## config.mk

```make
export PLATFORM = sky130hd
export DESIGN_NAME = hazard_ctrl_flat
export DESIGN_NICKNAME = d
export VERILOG_FILES = /design/src/rtl/hazard_ctrl_pkg.sv /design/src/rtl/hazard_ctrl_if.sv /design/src/rtl/hazard_ctrl_mdu_timer.sv /design/src/rtl/hazard_ctrl.sv /design/src/flat_wrapper.sv
export SDC_FILE = /design/constraint.sdc
export NUM_CORES = 1
export LEC_CHECK = 0
export CORE_MARGIN = 2
export CORE_UTILIZATION = 46
export DETAILED_ROUTE_END_ITERATION = 6
export HOLD_SLACK_MARGIN = 0.02
export PLACE_DENSITY = 0.71
export SYNTH_ARGS = -nofsm -noshare
export SYNTH_HDL_FRONTEND = slang
export SYNTH_SLANG_ARGS = --single-unit
```

## constraint.sdc

```tcl
create_clock -name clk -period 3.7 [get_ports clk]
set_input_delay 0.555 -clock clk [delete_from_list [all_inputs] [get_ports clk]]
set_output_delay 0.555 -clock clk [all_outputs]
set_load 0.02 [all_outputs]
```

## src/rtl/hazard_ctrl_pkg.sv

```systemverilog
// Shared encodings for the D-stage hazard controller: stage indices,
// Tuse/Tnew "unused" code, MDU op selects and default latencies.
package hazard_ctrl_pkg;
    localparam int DEF_NSTAGE  = 3;
    localparam int DEF_TW      = 3;
    localparam int DEF_MUL_LAT = 5;
    localparam int DEF_DIV_LAT = 10;

    // Forward-select encoding: 0 = register file, k = pipeline stage k.
    localparam int SEL_RF = 0;
    localparam int SEL_E  = 1;
    localparam int SEL_M  = 2;
    localparam int SEL_W  = 3;

    typedef enum logic {
        MDU_OP_MUL = 1'b0,
        MDU_OP_DIV = 1'b1
    } mdu_op_e;

    // All-ones Tuse/Tnew code marks a source/result that is not used.
    function automatic int t_none(input int tw);
        return (1 << tw) - 1;
    endfunction

    function automatic int lat_max(input int a, input int b);
        return (a > b) ? a : b;
    endfunction
endpackage

```

## src/rtl/hazard_ctrl_if.sv

```systemverilog
// D-stage decode info in, stall / forward selects / MDU busy out.
interface hazard_ctrl_if
    import hazard_ctrl_pkg::*;
#(
    parameter int TW   = DEF_TW,
    parameter int SELW = $clog2(DEF_NSTAGE + 1)
);
    logic            d_valid;
    logic [4:0]      d_rs;
    logic [4:0]      d_rt;
    logic [TW-1:0]   d_rsT;
    logic [TW-1:0]   d_rtT;
    logic            d_we;
    logic [4:0]      d_wa;
    logic [TW-1:0]   d_tnew;
    logic            d_mdu_start;
    logic            d_mdu_div;
    logic            d_mdu_use;
    logic            stall;
    logic [SELW-1:0] fwd_rs_sel;
    logic [SELW-1:0] fwd_rt_sel;
    logic            mdu_busy;

    modport master (
        output d_valid, d_rs, d_rt, d_rsT, d_rtT, d_we, d_wa, d_tnew,
               d_mdu_start, d_mdu_div, d_mdu_use,
        input  stall, fwd_rs_sel, fwd_rt_sel, mdu_busy
    );

    modport slave (
        input  d_valid, d_rs, d_rt, d_rsT, d_rtT, d_we, d_wa, d_tnew,
               d_mdu_start, d_mdu_div, d_mdu_use,
        output stall, fwd_rs_sel, fwd_rt_sel, mdu_busy
    );
endinterface

```

## src/rtl/hazard_ctrl_mdu_timer.sv

```systemverilog
// Multiply/divide busy timer: loads the op latency on an accepted start
// and counts down to idle.
module mdu_timer
    import hazard_ctrl_pkg::*;
#(
    parameter int MUL_LAT = DEF_MUL_LAT,
    parameter int DIV_LAT = DEF_DIV_LAT
) (
    input  logic    clk,
    input  logic    reset,
    input  logic    i_start,
    input  mdu_op_e i_op,
    output logic    o_busy
);
    localparam int CW = $clog2(lat_max(MUL_LAT, DIV_LAT) + 1);

    logic [CW-1:0] r_cnt;

    always_ff @(posedge clk or posedge reset) begin
        if (reset)
            r_cnt <= '0;
        else if (i_start)
            r_cnt <= (i_op == MDU_OP_DIV) ? CW'(DIV_LAT) : CW'(MUL_LAT);
        else if (r_cnt != '0)
            r_cnt <= r_cnt - 1'b1;
    end

    assign o_busy = (r_cnt != '0);
endmodule

```

## src/rtl/hazard_ctrl.sv

```systemverilog
// Tnew/Tuse scoreboard for stages after D: raises stall, picks the youngest
// forwarding source per operand, and gates MDU ops on the busy timer.
module hazard_ctrl
    import hazard_ctrl_pkg::*;
#(
    parameter int NSTAGE  = DEF_NSTAGE,
    parameter int TW      = DEF_TW,
    parameter int MUL_LAT = DEF_MUL_LAT,
    parameter int DIV_LAT = DEF_DIV_LAT
) (
    input  logic         clk,
    input  logic         reset,
    hazard_ctrl_if.slave bus
);
    localparam int            SELW   = $clog2(NSTAGE + 1);
    localparam logic [TW-1:0] T_NONE = TW'(t_none(TW));

    typedef struct packed {
        logic          v;
        logic          we;
        logic [4:0]    wa;
        logic [TW-1:0] tnew;
    } sb_t;

    logic                       w_stall;
    logic                       w_busy;
    logic [NSTAGE:1]            w_m_rs;
    logic [NSTAGE:1]            w_m_rt;
    logic [NSTAGE:1][TW-1:0]    w_tn;
    logic [SELW-1:0]            w_rs_sel, w_rt_sel;
    logic [TW-1:0]              w_rs_tn, w_rt_tn;
    logic                       w_rs_hz, w_rt_hz, w_mdu_hz;

    for (genvar k = 1; k <= NSTAGE; k++) begin : g_stg
        sb_t r_ent;
        sb_t w_nxt;

        if (k == 1) begin : g_head
            // A stalled or empty D slot enters E as a bubble.
            always_comb begin
                w_nxt      = '0;
                w_nxt.v    = bus.d_valid && !w_stall;
                w_nxt.we   = bus.d_we;
                w_nxt.wa   = bus.d_wa;
                w_nxt.tnew = bus.d_tnew;
            end
        end else begin : g_tail
            always_comb begin
                w_nxt = g_stg[k-1].r_ent;
                if (g_stg[k-1].r_ent.tnew != '0)
                    w_nxt.tnew = g_stg[k-1].r_ent.tnew - 1'b1;
            end
        end

        always_ff @(posedge clk or posedge reset) begin
            if (reset) r_ent <= '0;
            else       r_ent <= w_nxt;
        end

        assign w_m_rs[k] = r_ent.v && r_ent.we && (r_ent.wa == bus.d_rs) && (bus.d_rs != 5'd0);
        assign w_m_rt[k] = r_ent.v && r_ent.we && (r_ent.wa == bus.d_rt) && (bus.d_rt != 5'd0);
        assign w_tn[k]   = r_ent.tnew;
    end

    // Scan oldest to youngest so the youngest match overrides.
    always_comb begin
        w_rs_sel = '0;
        w_rt_sel = '0;
        w_rs_tn  = '0;
        w_rt_tn  = '0;
        for (int k = NSTAGE; k >= 1; k--) begin
            if (w_m_rs[k]) begin
                w_rs_sel = SELW'(k);
                w_rs_tn  = w_tn[k];
            end
            if (w_m_rt[k]) begin
                w_rt_sel = SELW'(k);
                w_rt_tn  = w_tn[k];
            end
        end
    end

    assign w_rs_hz  = (bus.d_rsT != T_NONE) && (w_rs_sel != '0) && (w_rs_tn > bus.d_rsT);
    assign w_rt_hz  = (bus.d_rtT != T_NONE) && (w_rt_sel != '0) && (w_rt_tn > bus.d_rtT);
    assign w_mdu_hz = (bus.d_mdu_start || bus.d_mdu_use) && w_busy;
    assign w_stall  = bus.d_valid && (w_rs_hz || w_rt_hz || w_mdu_hz);

    mdu_timer #(
        .MUL_LAT (MUL_LAT),
        .DIV_LAT (DIV_LAT)
    ) u_mdu_timer (
        .clk     (clk),
        .reset   (reset),
        .i_start (bus.d_valid && bus.d_mdu_start && !w_stall),
        .i_op    (mdu_op_e'(bus.d_mdu_div)),
        .o_busy  (w_busy)
    );

    assign bus.stall      = w_stall;
    assign bus.fwd_rs_sel = w_rs_sel;
    assign bus.fwd_rt_sel = w_rt_sel;
    assign bus.mdu_busy   = w_busy;
endmodule

```

## src/flat_wrapper.sv

```systemverilog
// flat-port wrapper written by rule: the top's interface ports become plain ports
module hazard_ctrl_flat import hazard_ctrl_pkg::*;
#(
    parameter int NSTAGE  = DEF_NSTAGE,
    parameter int TW      = DEF_TW,
    parameter int MUL_LAT = DEF_MUL_LAT,
    parameter int DIV_LAT = DEF_DIV_LAT
)
  (clk, reset, bus_d_valid, bus_d_rs, bus_d_rt, bus_d_rsT, bus_d_rtT, bus_d_we, bus_d_wa, bus_d_tnew, bus_d_mdu_start, bus_d_mdu_div, bus_d_mdu_use, bus_stall, bus_fwd_rs_sel, bus_fwd_rt_sel, bus_mdu_busy);
  hazard_ctrl_if #(.TW(TW), .SELW(2)) bus_i ();
  input  logic clk;
  input  logic reset;
  input wire logic [$bits(bus_i.d_valid)-1:0] bus_d_valid;
  input wire logic [$bits(bus_i.d_rs)-1:0] bus_d_rs;
  input wire logic [$bits(bus_i.d_rt)-1:0] bus_d_rt;
  input wire logic [$bits(bus_i.d_rsT)-1:0] bus_d_rsT;
  input wire logic [$bits(bus_i.d_rtT)-1:0] bus_d_rtT;
  input wire logic [$bits(bus_i.d_we)-1:0] bus_d_we;
  input wire logic [$bits(bus_i.d_wa)-1:0] bus_d_wa;
  input wire logic [$bits(bus_i.d_tnew)-1:0] bus_d_tnew;
  input wire logic [$bits(bus_i.d_mdu_start)-1:0] bus_d_mdu_start;
  input wire logic [$bits(bus_i.d_mdu_div)-1:0] bus_d_mdu_div;
  input wire logic [$bits(bus_i.d_mdu_use)-1:0] bus_d_mdu_use;
  output wire logic [$bits(bus_i.stall)-1:0] bus_stall;
  output wire logic [$bits(bus_i.fwd_rs_sel)-1:0] bus_fwd_rs_sel;
  output wire logic [$bits(bus_i.fwd_rt_sel)-1:0] bus_fwd_rt_sel;
  output wire logic [$bits(bus_i.mdu_busy)-1:0] bus_mdu_busy;
  assign bus_i.d_valid = bus_d_valid;
  assign bus_i.d_rs = bus_d_rs;
  assign bus_i.d_rt = bus_d_rt;
  assign bus_i.d_rsT = bus_d_rsT;
  assign bus_i.d_rtT = bus_d_rtT;
  assign bus_i.d_we = bus_d_we;
  assign bus_i.d_wa = bus_d_wa;
  assign bus_i.d_tnew = bus_d_tnew;
  assign bus_i.d_mdu_start = bus_d_mdu_start;
  assign bus_i.d_mdu_div = bus_d_mdu_div;
  assign bus_i.d_mdu_use = bus_d_mdu_use;
  assign bus_stall = bus_i.stall;
  assign bus_fwd_rs_sel = bus_i.fwd_rs_sel;
  assign bus_fwd_rt_sel = bus_i.fwd_rt_sel;
  assign bus_mdu_busy = bus_i.mdu_busy;
  hazard_ctrl #(.NSTAGE(NSTAGE), .TW(TW), .MUL_LAT(MUL_LAT), .DIV_LAT(DIV_LAT)) u_core (.clk(clk), .reset(reset), .bus(bus_i));
endmodule
```

==> flow_summary.toml, run 1 <==
[logic_synthesis]
synthTopCellsByArea = "dfrtp_1 (44%), xnor2_1 (15%), ha_1 (7.8%), inv_1 (2.5%), nor3_2 (2.1%)"
synth_area_per_cell_um2 = 11.0
synth_largest_area_cell = "dfrtp_1"
synth_top_flop_cell = "dfrtp_1"
synth_nets = 217
async_flop_share = 1.00
yosys_warnings = 0
synth_edf_count = 0
ys_types = 38
synthDominantCellAreaShare = 0.444
ys_seq_elements = 34
syn_area_um2 = 1920
ys_seq_area_frac = 0.444
netlist_instances = 174

[finish]
fin_nets = 309
fillCellCount = 259
area_growth_pct = 55.2
finalNonFillerCells = 317
drive_above_1_share = 0.363
antennaDiodeCount = 0
finalInstanceArea_um2 = 2970
fin_util = 0.744

[cts]
root_buffer = "clkbuf_8"
cts_buffer_depth = 2
clock-sinks = 34
cts_hold_buf = 0
clk_latency_ns = 0.29
clk_pin_slew_ns = 0.07
cts_made_buffers = 5
cts_max_level = 2
tritoncts = "done"

[timing]
worst_slack_ns = -0.175
period_share = 1.05
max_freq_mhz = 258
finalHoldViolCount = 0
finClkSkew_ns = 0.00639
setup_viol = 1
max_slew_margin = 0.631
rsz0062_at_grt = "true"
slew_violations = 0
tightest_slew_ns = 0.553
min_period_ns = 3.88

[critical_path]
path_delay_family = "simple AND/OR/NAND/NOR gates"
critPathArrivalTime_ns = 3.32
critical_path_buf_inv_count = 5
cpPeakStageDelay_ns = 0.54
cpMostUsedCell = "buf_4"
slowest_stage = "or4_4"
critPathMaxFanout = 3
path_cells = "buf_6 -> or4_4 -> nor2_4 -> buf_4 -> buf_4 -> nor3_2 -> a221oi_4 -> a21oi_2 -> ha_1 -> nor2b_4 -> o21a_1 -> o211ai_1 -> buf_4 -> o211ai_1 -> and2_1 -> buf_6"
worstPathRequired_ns = 3.14
worstSetupPathType = "input port to output pin"
end_kind = "output pin"
startpoint_type = "input port"

[routing]
postRouteWirelength_um = 5060
wl_per_cell_um = 16.0
drt-vias-per-instance = 5.21
dr.pass1.iters = 4
route.top_layer_used = "met4"
ant_nets = 0
num_vias = 1653
dr.first_iter.drc_count = 75
wl_met3_um = 208
route.met2.wl_um = 2790
drc = 0
drt-met1-wl_um = 1980

[global_routing]
grt_start_max_net_pins = 35
antenna_found_initial = 0
grt_usage = 0.237
grt_pass1_wl_um = 7920
grt_pass1_vias = 1783
grt-ovfl-total = 0

[floorplanning]
rows = 23
die_area_um2 = 4700
initial_core_util = 0.479
die_x_um = 68.6
io_pins = 37
die_h_um = 68.6
coreArea_um2 = 4000

[placement]
hpwl_um = 3630
dpl-instance-area_um2 = 2660
routabilityCongestion = 0.830
io_buffers = 36
dp.cells = 302

[pwr]
finalPower_mw = 1.08
powerDensity_nw_per_um2 = 362
irDropWorstVdd_v = 0.000329
power_leakage_nw = 1.31

[flow_run]
maxCapViolCount = 0

[outcome]
violations = "setup timing"
status = "complete, but fails checks"

[min_path]
hp-class = "flop to flop"
==> per-layer routing <==
| metal | global-route usage | vias to the layer above |
|---|---|---|
| met1 | 0.264 | 813 |
| li1 | - | 790 |
| met4 | 0.0725 | 0 |
| met5 | 0 | - |
| met2 | 0.436 | 42 |
| met3 | 0.0617 | 8 |
==> cell families (layout without fill, tap and decap cells) <==
group,after synthesis,in the layout,share of synthesized area
AND/OR/NAND/NOR,51,51,0.160
multiplexers,5,5,0.0320
buffers and inverters,13,106,0.0255
adder cells (fa/ha/maj),12,12,0.0783
flip-flops,34,34,0.444
XOR/XNOR,34,34,0.155
AO/OA/AOI/OAI,25,25,0.105
==> worst reg2reg max path, cell delays in order, from the launching register on <==
cell and delay [ns]:
dfrtp_1 0.38, buf_4 0.14, xnor2_1 0.14, nand4_1 0.16, nor4_4 0.34, nor2b_4 0.25
buf_6 0.12, a22oi_1 0.08, o21ai_1 0.20, ha_1 0.29, nand3_1 0.09, o211ai_1 0.11
buf_4 0.15, buf_4 0.13, o211ai_4 0.23, mux2_4 0.33
==> cell usage in the layout, fill, tap and decap left out, types with 2 or more instances in the layout <==
cell,count
nor3_4,3
clkbuf_8,6
nor3_2,2
nor4_4,2
nand2b_1,4
nand2_1,3
nand4_1,6
ha_1,12
nor2_4,2
clkdlybuf4s50_1,25
o21ai_1,2
nor2b_4,3
a22oi_1,2
xor2_1,2
clkbuf_2,2
xnor2_1,27
nor2_1,9
dlygate4sd2_1,3
a221oi_2,3
or2_2,2
inv_1,13
xnor2_2,5
buf_6,7
mux2_4,2
o211ai_1,2
or4_4,2
a21o_1,2
buf_2,3
mux2i_1,2
nand3_1,6
dfrtp_1,34
buf_4,44
a21oi_1,4
o21ai_0,2
==> power breakdown <==
group	switching, mW	total (mW)	internal (mW)
registers	0.0424	0.465	0.422
logic	0.143	0.330	0.186
clock network	0.133	0.283	0.150
total	0.319	1.08	0.758
==> cells in the mapped netlist, drive strengths merged, types with 4 or more instances <==
cell,number
dfrtp,34
xnor2,32
inv,13
ha,12
nor2,11
nand3,6
nand4,6
nor3,6
a21oi,5
a221oi,4
nand2b,4
nor2b,4
o21ai,4
==> final timing paths <==
check	to	depth (start not counted)	slack, ns	from
max in group asynchronous	u_core.u_mdu_timer.r_cnt[3]	3	2.74	reset
hold reg to reg	u_core.g_stg[3].r_ent[9]	0	0.41	u_core.g_stg[2].r_ent[9]
min in group asynchronous	u_core.g_stg[1].r_ent[5]	3	0.66	reset
setup / recovery	bus_stall	16	-0.18	bus_d_rt[2]
setup reg to reg	u_core.u_mdu_timer.r_cnt[3]	15	0.43	u_core.g_stg[3].r_ent[7]
hold / removal	u_core.g_stg[3].r_ent[9]	0	0.41	u_core.g_stg[2].r_ent[9]
==> registers in the layout, summed over array words and instances, names as in the netlist <==
| signal | flops |
|---|---|
| u_core.g_stg.r_ent | 30 |
| u_core.u_mdu_timer.r_cnt | 4 |
==> what timing repair did <==
item / in CTS / in global routing
endpoints found under the setup margin: 6 / 1
gates resized for setup: 54 / 17
buffers inserted: 4 / 3
pin swaps: 16 / 16
==> per-stage QoR <==
stage / setup slack, ns / hold WS, ns / TNS, ns
6_report: -0.175 / 0.405 / -0.175
5_1_grt: -0.304 / 0.410 / -0.304
4_1_cts: -0.155 / 0.404 / -0.155
3_5_place_dp: -1.06 / 0.384 / -2.00
3_3_place_gp: -0.848 / 0.386 / -1.15
2_1_floorplan: 0.120 / 0.373 / 0
==> cell type report <==
type | instances | area (µm²) | area share
Multi-Input combinational cell | 127 | 1200 | 0.403
Sequential cell | 34 | 851 | 0.286
Timing Repair Buffer | 85 | 721 | 0.242
Clock buffer | 7 | 86.3 | 0.0290
Tap cell | 50 | 62.6 | 0.0210
Inverter | 13 | 48.8 | 0.0164
Clock inverter | 1 | 5.00 | 0.00168
Note: power is estimated with default switching activity, not from simulation.
==> inputs of run 2 (changes only) <==
--- a/config.mk
+++ b/config.mk
@@ -5,8 +5,9 @@
 export SDC_FILE = /design/constraint.sdc
 export NUM_CORES = 1
 export LEC_CHECK = 0
+export ABC_AREA = 1
 export CORE_MARGIN = 2
-export CORE_UTILIZATION = 46
+export CORE_UTILIZATION = 47
 export DETAILED_ROUTE_END_ITERATION = 6
 export HOLD_SLACK_MARGIN = 0.02
 export PLACE_DENSITY = 0.71
==> run 2 against run 1 <==
Against the previous run: largest cell class unchanged; combinational power down 12%; synthesized cell count up 51%; largest power group unchanged; final area down 4.8%; core utilization down 8.9 points; via count up 11%; clock power up 23%; power up 2.3%; the run now ends clean.
==> flow_summary.toml, run 2 <==
[global_routing]
grt_pass1_wl_um = 7560
antenna_found_initial = 0
grt_start_max_net_pins = 35
grt_usage = 0.194
grt_pass1_vias = 1754
grt-ovfl-total = 0

[finish]
fin_nets = 371
largest-register = "u_core.g_stg.r_ent"
largest_register_ffs = 30
drive_above_1_share = 0.207
mostFrequentLayoutCells = "nand2_1 (59), inv_1 (38), dfrtp_1 (34), clkdlybuf4s50_1 (26), nor2_1 (25)"
layout_commonest_cell = "nand2_1"
fillCellCount = 370
area_growth_pct = 35.5
top_regs = "u_core.g_stg.r_ent (30), u_core.u_mdu_timer.r_cnt (4)"
finalNonFillerCells = 381
fin_util = 0.655
antennaDiodeCount = 0
finalInstanceArea_um2 = 2830

[cts]
clk_pin_slew_ns = 0.07
cts_made_buffers = 5
cts_buffer_depth = 2
cts_hold_buf = 0
clock-sinks = 34
post_cts_buffers = 0
cts_max_level = 2
root_buffer = "clkbuf_8"
clk_latency_ns = 0.29
tritoncts = "done"

[routing]
drt-vias-per-instance = 4.82
num_vias = 1838
ant_nets = 0
dr.first_iter.drc_count = 59
dr.pass1.iters = 4
wl_per_cell_um = 11.9
drc = 0
postRouteWirelength_um = 4540

[logic_synthesis]
ys_seq_elements = 34
synth_top_flop_cell = "dfrtp_1"
yosysMostFrequentCell = "nand2_1"
netlist_instances = 263
ys_seq_area_frac = 0.407
async_flop_share = 1.00
yosys_warnings = 0
synth_edf_count = 0
synth_top_cells_by_count = "nand2_1 (59), inv_1 (42), dfrtp_1 (34)"
synthDominantCellAreaShare = 0.407
syn_area_um2 = 2090
ys_types = 26
synth_largest_area_cell = "dfrtp_1"
synthTopCellsByArea = "dfrtp_1 (41%), nand2_1 (11%), inv_1 (7.5%), ha_1 (7.2%), xnor2_1 (5.5%)"
synth_nets = 306
synth_area_per_cell_um2 = 7.94

[placement]
dp_slack_ns = -0.562
dp.cells = 373
dpl-instance-area_um2 = 2680
io_buffers = 36
hpwl_um = 3630
routabilityCongestion = 0.867

[critical_path]
worstPathRequired_ns = 3.14
path_cells = "clkdlybuf4s50_1 -> xnor2_1 -> nand2_1 -> nor2_1 -> nand2_2 -> inv_2 -> nor2_4 -> a221oi_2 -> a21oi_1 -> ha_1 -> a21oi_1 -> o21ai_0 -> and3_2 -> nand2_2 -> nand3_4 -> nand2_4 -> inv_1 -> buf_4"
cpPeakStageDelay_ns = 0.51
r2r_cells = 23
startpoint_type = "input port"
critPathArrivalTime_ns = 3.02
worstSetupPathType = "input port to output pin"
critPathMaxFanout = 3
slowest_stage = "clkdlybuf4s50_1"
end_kind = "output pin"

[timing]
tightest_slew_ns = 0.443
max_freq_mhz = 279
worst_slack_ns = 0.121
min_period_ns = 3.58
period_share = 0.967
rsz0062_at_grt = "false"
finalHoldViolCount = 0
slew_violations = 0
holdWs_ns = 0.376
tns_ns = 0
finClkSkew_ns = 0.0110
max_slew_margin = 0.705
setup_viol = 0

[min_path]
hp-class = "flop to flop"
min_path_cells = 0

[pwr]
power_leakage_nw = 1.48
powerDensity_nw_per_um2 = 389
finalPower_mw = 1.10
irDropWorstVdd_v = 0.000365

[floorplanning]
die_h_um = 70.7
initial_core_util = 0.483
die_area_um2 = 4990
io_pins = 37
coreArea_um2 = 4320
rows = 24
die_x_um = 70.7

[flow_run]
maxCapViolCount = 0

[outcome]
status = "finished clean"
-- run 2: metal layers --
| metal | routed length (µm) | vias to the layer above | global-route usage |
|---|---|---|---|
| li1 | - | 946 | - |
| met1 | 2090 | 834 | 0.263 |
| met2 | 2100 | 48 | 0.303 |
| met3 | 264 | 10 | 0.0499 |
| met4 | 82 | 0 | 0.0713 |
| met5 | 0 | - | 0 |
-- run 2: cells by family after synthesis --
logic type                 count (synthesis)  synth area share
adders and majority gates                 12            0.0719
AOI/OAI and AO/OA                         33            0.0989
xor gates and xnor gates                  20            0.0839
buffers and inverters                     48            0.0863
and+or+nand+nor                          116             0.252
DFF                                       34             0.407
-- run 2: final timing paths --
kind,from,end,slack (ns)
min in group asynchronous,reset,u_core.g_stg[1].r_ent[5],0.65
max in group asynchronous,reset,u_core.g_stg[1].r_ent[2],2.72
max reg2reg,u_core.g_stg[2].r_ent[5],u_core.u_mdu_timer.r_cnt[2],0.90
min reg2reg,u_core.g_stg[1].r_ent[8],u_core.g_stg[2].r_ent[8],0.38
min,u_core.g_stg[1].r_ent[8],u_core.g_stg[2].r_ent[8],0.38
max,bus_d_rs[4],bus_stall,0.12
-- run 2: critical path: cells and delay by family --
kind / cells / cell delay (ns)
xor gates and xnor gates: 1 / 0.13
adders and majority gates: 1 / 0.31
AOI/OAI and AO/OA: 4 / 0.47
and+or+nand+nor: 8 / 0.76
buffers and inverters: 4 / 0.79
-- run 2: final cells by class --
class | instances | area [µm²] | area share
well taps | 52 | 65.1 | 0.0230
inverters | 48 | 180 | 0.0637
clock inverters | 3 | 45.0 | 0.0159
flip-flops and latches | 34 | 851 | 0.301
multi-input cells | 181 | 1100 | 0.388
repair buffers | 58 | 523 | 0.185
clock buffers | 5 | 68.8 | 0.0243
-- run 2: where the power goes --
| group | total, mW | switching (mW) | internal, mW | leakage (nW) |
|---|---|---|---|---|
| clock network | 0.347 | 0.147 | 0.200 | 0.0504 |
| logic | 0.289 | 0.148 | 0.141 | 1.03 |
| registers | 0.465 | 0.0435 | 0.422 | 0.402 |
-- run 2: repair_timing --
item,in CTS,in global routing
endpoints found under the setup margin,1,1
endpoints found under the hold margin,0,0
gates resized for setup,14,12
pin swaps,1,3
==> inputs of run 3 (changes only) <==
--- a/config.mk
+++ b/config.mk
@@ -5,9 +5,9 @@
 export SDC_FILE = /design/constraint.sdc
 export NUM_CORES = 1
 export LEC_CHECK = 0
-export ABC_AREA = 1
 export CORE_MARGIN = 2
-export CORE_UTILIZATION = 47
+export CORE_UTILIZATION = 46
+export CTS_CLUSTER_SIZE = 10
 export DETAILED_ROUTE_END_ITERATION = 6
 export HOLD_SLACK_MARGIN = 0.02
 export PLACE_DENSITY = 0.71
==> results of run 3 <==
Final layout, timing and power as in run 1 (identical DEF).
